<file path="config.mk">
export PLATFORM = sky130hd
export DESIGN_NAME = fifo_wptr_full
export DESIGN_NICKNAME = d
export VERILOG_FILES = /design/src/rtl/fifo_wptr_full.sv
export SDC_FILE = /design/constraint.sdc
export NUM_CORES = 1
export LEC_CHECK = 0
export ABC_AREA = 1
export BUFFER_PORTS_ARGS = -buffer_cell sky130_fd_sc_hd__buf_2
export CAP_MARGIN = 5
export CORE_MARGIN = 5
export CORE_UTILIZATION = 50
export DETAILED_ROUTE_END_ITERATION = 10
export PLACE_DENSITY = 0.75
export SLEW_MARGIN = 5
export SYNTH_ARGS = -nofsm -noshare
export SYNTH_HDL_FRONTEND = slang
export SYNTH_SLANG_ARGS = --single-unit
export TNS_END_PERCENT = 30
</file>
<file path="constraint.sdc">
create_clock -name in_clk -period 4.2 [get_ports in_clk]
set_input_delay 0.21 -clock in_clk [delete_from_list [all_inputs] [get_ports in_clk]]
set_output_delay 0.21 -clock in_clk [all_outputs]
set_load 0.01 [all_outputs]
</file>
<file path="src/rtl/fifo_wptr_full.sv">
// fifo_wptr_full: write-clock side of the asynchronous FIFO.
// Holds the binary write pointer (RAM address), publishes a registered
// Gray copy for the read domain, synchronizes the read Gray pointer
// through two flops, and produces a registered full flag plus a sticky
// overflow flag.
// Optional feature macro: FIFO_WPTR_ALMOST_FULL_EN adds a registered
// writer-side fill level and an almost-full flag.
module fifo_wptr_full #(
    parameter int BW_ADDR = 4
`ifdef FIFO_WPTR_ALMOST_FULL_EN
    ,
    parameter int AF_THRESH = 2**BW_ADDR - 2
`endif
) (
    input  logic               in_clk,
    input  logic               in_rst,
    input  logic               in_wr_en,
    input  logic [BW_ADDR:0]   in_rd_gray,
    output logic [BW_ADDR-1:0] out_wr_addr,
    output logic [BW_ADDR:0]   out_wr_gray,
    output logic               out_wr_ack,
    output logic               out_full,
    output logic               out_ovf
`ifdef FIFO_WPTR_ALMOST_FULL_EN
    ,
    output logic [BW_ADDR:0]   out_wr_level,
    output logic               out_almost_full
`endif
);

    function automatic logic [BW_ADDR:0] bin2gray(input logic [BW_ADDR:0] b);
        return b ^ (b >> 1);
    endfunction

    logic [BW_ADDR:0] wr_bin;
    logic [BW_ADDR:0] wr_gray;
    logic [BW_ADDR:0] rq1;
    logic [BW_ADDR:0] rq2;
    logic             full;
    logic             ovf;

    logic [BW_ADDR:0] wr_bin_next;
    logic [BW_ADDR:0] wr_gray_next;
    logic [BW_ADDR:0] full_match;

    // Writes are accepted only while not full; this is also the RAM write enable.
    assign out_wr_ack   = in_wr_en & ~full;
    assign wr_bin_next  = wr_bin + {{BW_ADDR{1'b0}}, out_wr_ack};
    assign wr_gray_next = bin2gray(wr_bin_next);

    // Full when the post-write pointer is exactly one lap ahead of the
    // synchronized read pointer: in Gray code that means the two MSBs
    // inverted and the remaining bits equal.
    assign full_match = {~rq2[BW_ADDR:BW_ADDR-1], rq2[BW_ADDR-2:0]};

    // Write pointer, Gray copy, full and sticky overflow.
    always_ff @(posedge in_clk) begin
        if (in_rst) begin
            wr_bin  <= '0;
            wr_gray <= '0;
            full    <= 1'b0;
            ovf     <= 1'b0;
        end else begin
            wr_bin  <= wr_bin_next;
            wr_gray <= wr_gray_next;
            full    <= (wr_gray_next == full_match);
            ovf     <= ovf | (in_wr_en & full);
        end
    end

    // Two-flop synchronizer for the read-domain Gray pointer.
    always_ff @(posedge in_clk) begin
        if (in_rst) begin
            rq1 <= '0;
            rq2 <= '0;
        end else begin
            rq1 <= in_rd_gray;
            rq2 <= rq1;
        end
    end

    assign out_wr_addr = wr_bin[BW_ADDR-1:0];
    assign out_wr_gray = wr_gray;
    assign out_full    = full;
    assign out_ovf     = ovf;

`ifdef FIFO_WPTR_ALMOST_FULL_EN
    localparam logic [BW_ADDR:0] AF_LVL = AF_THRESH[BW_ADDR:0];

    function automatic logic [BW_ADDR:0] gray2bin(input logic [BW_ADDR:0] g);
        logic [BW_ADDR:0] b;
        b[BW_ADDR] = g[BW_ADDR];
        for (int i = BW_ADDR - 1; i >= 0; i--) begin
            b[i] = b[i+1] ^ g[i];
        end
        return b;
    endfunction

    logic [BW_ADDR:0] rd_bin;
    logic [BW_ADDR:0] level_next;
    logic [BW_ADDR:0] level;
    logic             almost_full;

    assign rd_bin     = gray2bin(rq2);
    assign level_next = wr_bin_next - rd_bin;

    // Writer-side fill level and almost-full, same latency as full.
    always_ff @(posedge in_clk) begin
        if (in_rst) begin
            level       <= '0;
            almost_full <= 1'b0;
        end else begin
            level       <= level_next;
            almost_full <= (level_next >= AF_LVL);
        end
    end

    assign out_wr_level    = level;
    assign out_almost_full = almost_full;
`endif

endmodule

</file>
==> results of run 1 <==
cell type report:
class	instances	area (um^2)	share of cell area
Clock buffer	4	26.3	0.0256
Sequential cell	21	420	0.410
Timing Repair Buffer	19	95.1	0.0927
Multi-Input combinational cell	76	370	0.361
Inverter	22	82.6	0.0805
Tap cell	25	31.3	0.0305
worst max-delay path, cell delays in order, from the launching register on:
cell and delay (ps):
dfxtp_1 350, nor2_1 140, ha_1 280, ha_1 310, inv_1 80, nand2_1 80, nand2_2 80, nand2_2 80
nand2_1 50, nand2_1 60, nand4_1 120, nor2_2 110
flip-flops by register name (all words and copies together) (netlist names):
register / flops
out_wr_gray: 4
rq1: 5
rq2: 5
out_full: 1
wr_bin: 5
out_ovf: 1
kinds of logic after synthesis:
logic type | after synthesis
adders and majority gates | 2
AOI/OAI and AO/OA | 5
buffers and inverters | 25
and+or+nand+nor | 69
DFF | 21
cells in the final DEF (no fill, tap or decap), drive strengths merged:
cell     n
buf     19
a21oi    5
nand3b   1
nor2    20
ha       2
dfxtp   21
inv     22
nand2   37
clkbuf   4
nand3    6
nand4    5
through the flow:
stage / power (uW) / std cells
2_1_floorplan: 247 / 122
3_3_place_gp: 259 / 163
5_1_grt: 370 / 167
4_1_cts: 353 / 167
3_5_place_dp: 260 / 163
6_report: 349 / 167
power by group through the flow:
stage	logic [uW]	registers [uW]	clock network [uW]
final	42.5	213	93.3
after CTS	43.0	213	96.9
after global routing	50.3	214	106
after floorplan	28.3	219	0
after detailed placement	42.8	218	0
after global placement	41.8	217	0
metal layers:
| layer | part of all wire | vias to the layer above | track usage |
|---|---|---|---|
| met5 | 0 | - | 0 |
| met4 | 0.032 | 0 | 0.102 |
| met3 | 0.044 | 4 | 0.0370 |
| met2 | 0.52 | 14 | 0.272 |
| met1 | 0.40 | 331 | 0.131 |
| li1 | - | 407 | - |
path summary, 6_finish.rpt:
check / from / endpoint / slack, ps / depth (start not counted)
setup / recovery: out_full / out_full / 2410 / 11
hold / removal: in_rd_gray[3] / rq1[3] / 100 / 3
setup reg to reg: out_full / out_full / 2410 / 11
hold reg to reg: rq1[3] / rq2[3] / 410 / 2
==> results.ini, run 1 <==
[synthesis]
synth_adder_area_share=0.0281
syn_area_um2=892
synthTopCellsByCount=nand2_1 (28), dfxtp_1 (21), inv_1 (21)
yosysUniqueCellTypes=15
ys.flop_type=dfxtp_1
async_flop_share=0
synth_edf_count=0
netlist_instances=122
syn_area_per_cell_um2=7.31
synth_top_cell_by_area=dfxtp_1
synth_simple_gate_area_frac=0.359
yosysTopAreaCellShare=0.471
synth_warnings=0
synth-xor-area-share=0
synth_top_family_by_area=simple AND/OR/NAND/NOR gates
synth_seq_cells=21
syn_nets=132
synthMuxAreaShare=0
synth_compound_area_frac=0.0281
seq_area_frac_synth=0.471
synth.most_common_cell=nand2_1
yosys-top-cells-area=dfxtp_1 (47%), nand2_1 (12%), inv_1 (8.8%)

[clock_network]
path_clk_slew_ps=110
hold_buffers=0
clk_path_buf_depth=2
cts_tree=built
htreeDepth=1
cts_root_buffer=clkbuf_4
clkLatencyLatePin_ps=300
clock_sinks=21
cts_resized=0
cts_made_buffers=3
cts_setup_buffers=0

[power]
seq_power_share=0.610
netSwitchingPower_uw=86.6
p_comb_frac=0.122
p_leak_uw=0.000530
irDropWorstVdd_v=0.000268
p_sw_frac=0.248
p_clk_frac=0.268
power_density_mw_per_mm2=340
internal_power_uw=262

[placement]
gp_congestion=0.803
port_buffers=19
pre_cts_ws_ps=2440
hpwl_um=1280
place_area_um2=1000

[worst_setup_path]
cp-start-kind=flop
cp.arrival_ps=2040
crit_type=reg2reg
cp.required_ps=4450
cp-end-kind=flop
path_max_fanout=6

[cells_and_area]
fin_nets=153
n_antenna_cell=0
fin_util=0.601
area_growth_pct=15.0
drive_above_1_share=0.239
fillers=167
stdcell_area_mm2=0.00103

[timing]
period_needed_ps=1790
slew_violations=0
rsz0062_at_grt=false
finalCritPeriodShare=0.426
finalClockSkew_ps=4.96
slew_headroom=0.747
finalHoldViolCount=0
fmax_mhz=559
finalWorstSetupSlack_ps=2410
holdWs_ps=98.3
tightest_slew_ps=380
setup_viol=0
setup_tns_ps=0

[floorplan]
num_rows=15
die_area_mm2=0.00273
io_pins=20
die_w_um=52.2
start_util=0.522
die_h_um=52.2
core_area_mm2=0.00171

[global_route]
grt_max_degree=22
antenna_found_initial=0
grt_pass1_wl_um=2810
first_global_vias=702
overflow=0
grt_usage=0.144

[drt]
routedWlPerCell_um=9.72
vias=756
drt_pre_antenna_iters=4
ant_nets=0
wirelength_um=1620
dr.first_iter.drc_count=12
via_per_inst=4.53
drt_drc_violations_left=0

[job]
maxCapViolations=0

[outcome]
status=completed

[worst_hold_path]
worst_hold_path_type=in2reg

(Power assumes the default switching activity.)
==> run 2: changes to the inputs <==
- clock period: 4.2 -> 1.8 ns (I/O delays scaled with it)
==> run 2 against run 1 <==
  * Clock power up 140%
  * Global-route usage shrank 0.30 points
  * Via count rose by 1.9%
  * Sequential share of layout area down 2.6 points
  * Worst hold slack got worse by 68 ps
==> results.ini, run 2 (synthesis results as in run 1) <==
[outcome]
status=completed

[drt]
routedWlPerCell_um=9.71  ; -0.20%
ant_nets=0  ; unchanged
via_per_inst=4.45  ; -1.7%
drt_pre_antenna_iters=4  ; unchanged
dr.first_iter.drc_count=8  ; -4
wirelength_um=1680  ; +3.4%
drt_drc_violations_left=0  ; unchanged
vias=770  ; +1.9%

[timing]
slew_headroom=0.750  ; +0.00376
finalHoldViolCount=0  ; unchanged
finalClockSkew_ps=12.2  ; +7.25 ps
tightest_slew_ps=374  ; -5.63 ps
period_needed_ps=1650  ; -144 ps
slew_violations=0  ; unchanged
setup_viol=0  ; unchanged
fmax_mhz=608  ; +8.7%
finalCritPeriodShare=0.914  ; +0.488

[global_route]
grt_usage=0.141  ; -0.00299
antenna_found_initial=0  ; unchanged
gr-usage-met1=0.160  ; +0.0300
grtUsageMet3=0.0342  ; -0.00285
grt_pass1_wl_um=2840  ; +0.96%
overflow=0  ; unchanged
grt_max_degree=22  ; unchanged
first_global_vias=689  ; -1.9%
grt-busiest-layer=met2
gr-usage-met2=0.247  ; -0.0251

[floorplan]
die_h_um=52.2  ; unchanged
io_pins=20  ; unchanged
die_area_mm2=0.00273  ; unchanged
start_util=0.522  ; unchanged
die_w_um=52.2  ; unchanged
num_rows=15  ; unchanged
core_area_mm2=0.00171  ; unchanged

[cells_and_area]
final_common_cell=nand2_1
fin_nets=159  ; +3.9%
fillers=159  ; -4.8%
area_growth_pct=23.1
n_antenna_cell=0  ; unchanged
top_regs=rq1 x5, rq2 x5, wr_bin x5
stdcell_area_mm2=0.00110  ; +7.1%
final_cell_mix=nand2_1 (28), inv_1 (21), dfxtp_1 (20)
drive_above_1_share=0.257  ; +0.0173
final_cells=173  ; +3.6%

[power]
p_clk_frac=0.265  ; -0.003
p_sw_frac=0.256  ; +0.00797
p_leak_uw=0.000557  ; +5.1%
p_comb_frac=0.138  ; +0.016
internal_power_uw=620  ; +140%
seq_power_share=0.596  ; -0.014
irDropWorstVdd_v=0.000665  ; +150%
power_density_mw_per_mm2=759  ; +120%
netSwitchingPower_uw=214  ; +150%

[worst_setup_path]
path_max_fanout=3  ; -3
cp.required_ps=2050  ; -2400 ps
cp-start-kind=flop
cp.arrival_ps=1890  ; -150 ps
cp-end-kind=flop
crit_type=reg2reg

[clock_network]
cts_made_buffers=3  ; unchanged
clk_path_buf_depth=2  ; unchanged
cts_tree=built
clkLatencyLatePin_ps=300  ; about the same
cts_root_buffer=clkbuf_4
htreeDepth=1  ; unchanged
clock_sinks=21  ; unchanged
cts_setup_buffers=0  ; unchanged
path_clk_slew_ps=120  ; about the same

[placement]
hpwl_um=1210  ; -5.0%
placed_cells=164  ; +0.61%
port_buffers=19  ; unchanged
gp_congestion=0.788  ; -1.8%
place_area_mm2=0.00101  ; +0.75%

[job]
maxCapViolations=0  ; unchanged

[worst_hold_path]
worst_hold_path_type=in2reg

[run 2: changes by cell type in the layout (fill, tap and decap cells not counted), sizes merged]
cell / change
clkbuf: -1
dlygate4sd3: +5
buf: +1
clkinv: +1
[run 2: final cells by class]
class / instances / area, um^2 / share of cell area
clock buffer: 3 / 22.5 / 0.0205
tap: 25 / 31.3 / 0.0285
multi-input combinational: 76 / 383 / 0.349
inverter: 22 / 82.6 / 0.0752
clock inverter: 1 / 5.00 / 0.00456
sequential: 21 / 422 / 0.384
timing repair buffer: 25 / 153 / 0.139
[run 2: metrics by stage]
step / setup TNS [ps] / total power [uW] / setup slack (ps) / utilization / hold WS, ps
6_report: 0 / 834 / 155 / 0.643 / 30.4
3_3_place_gp: 0 / 606 / 206 / 0.590 / 292
5_1_grt: -1.89 / 877 / -1.89 / 0.643 / 54.7
4_1_cts: 0 / 832 / 119 / 0.635 / 32.1
2_1_floorplan: 0 / 577 / 52.0 / - / 197
3_5_place_dp: 0 / 610 / 152 / 0.590 / 297
[run 2: worst max-delay path: stages, from the launching register on]
cell,delay [ps]
dfxtp_2,350
nor2_1,130
ha_1,250
ha_4,240
inv_1,110
nand2_1,80
nand2_1,80
nor2_1,40
nor2_1,100
nand4_1,100
nor2_2,120
[run 2: power groups by stage]
stage / combinational (uW) / clock (uW) / sequential [uW]
after floorplan: 66.0 / 0 / 511
after global placement: 99.6 / 0 / 506
after detailed placement: 103 / 0 / 507
after CTS: 111 / 224 / 497
after global routing: 132 / 244 / 500
final: 116 / 222 / 497
[run 2: worst paths after layout]
kind	start	end	slack (ps)	cells past startpoint
max reg2reg	out_full	out_full	150	10
min reg2reg	rq1[4]	rq2[4]	410	2
min	in_wr_en	out_ovf	30	3
max	out_full	out_full	150	10
[run 2: repair_timing]
action | 4_1_cts | 5_1_grt
endpoints found under the setup margin | 0 | 1
hold buffers | 5 | 0
hold endpoints to repair | 5 | 0
resized for setup | 0 | 2
[run 2: routing by layer]
metal	wire [um]	share of wire	vias to the layer above
met5	0	0	-
met4	25	0.015	0
met3	55	0.033	4
met2	850	0.51	11
met1	748	0.45	336
li1	-	-	419
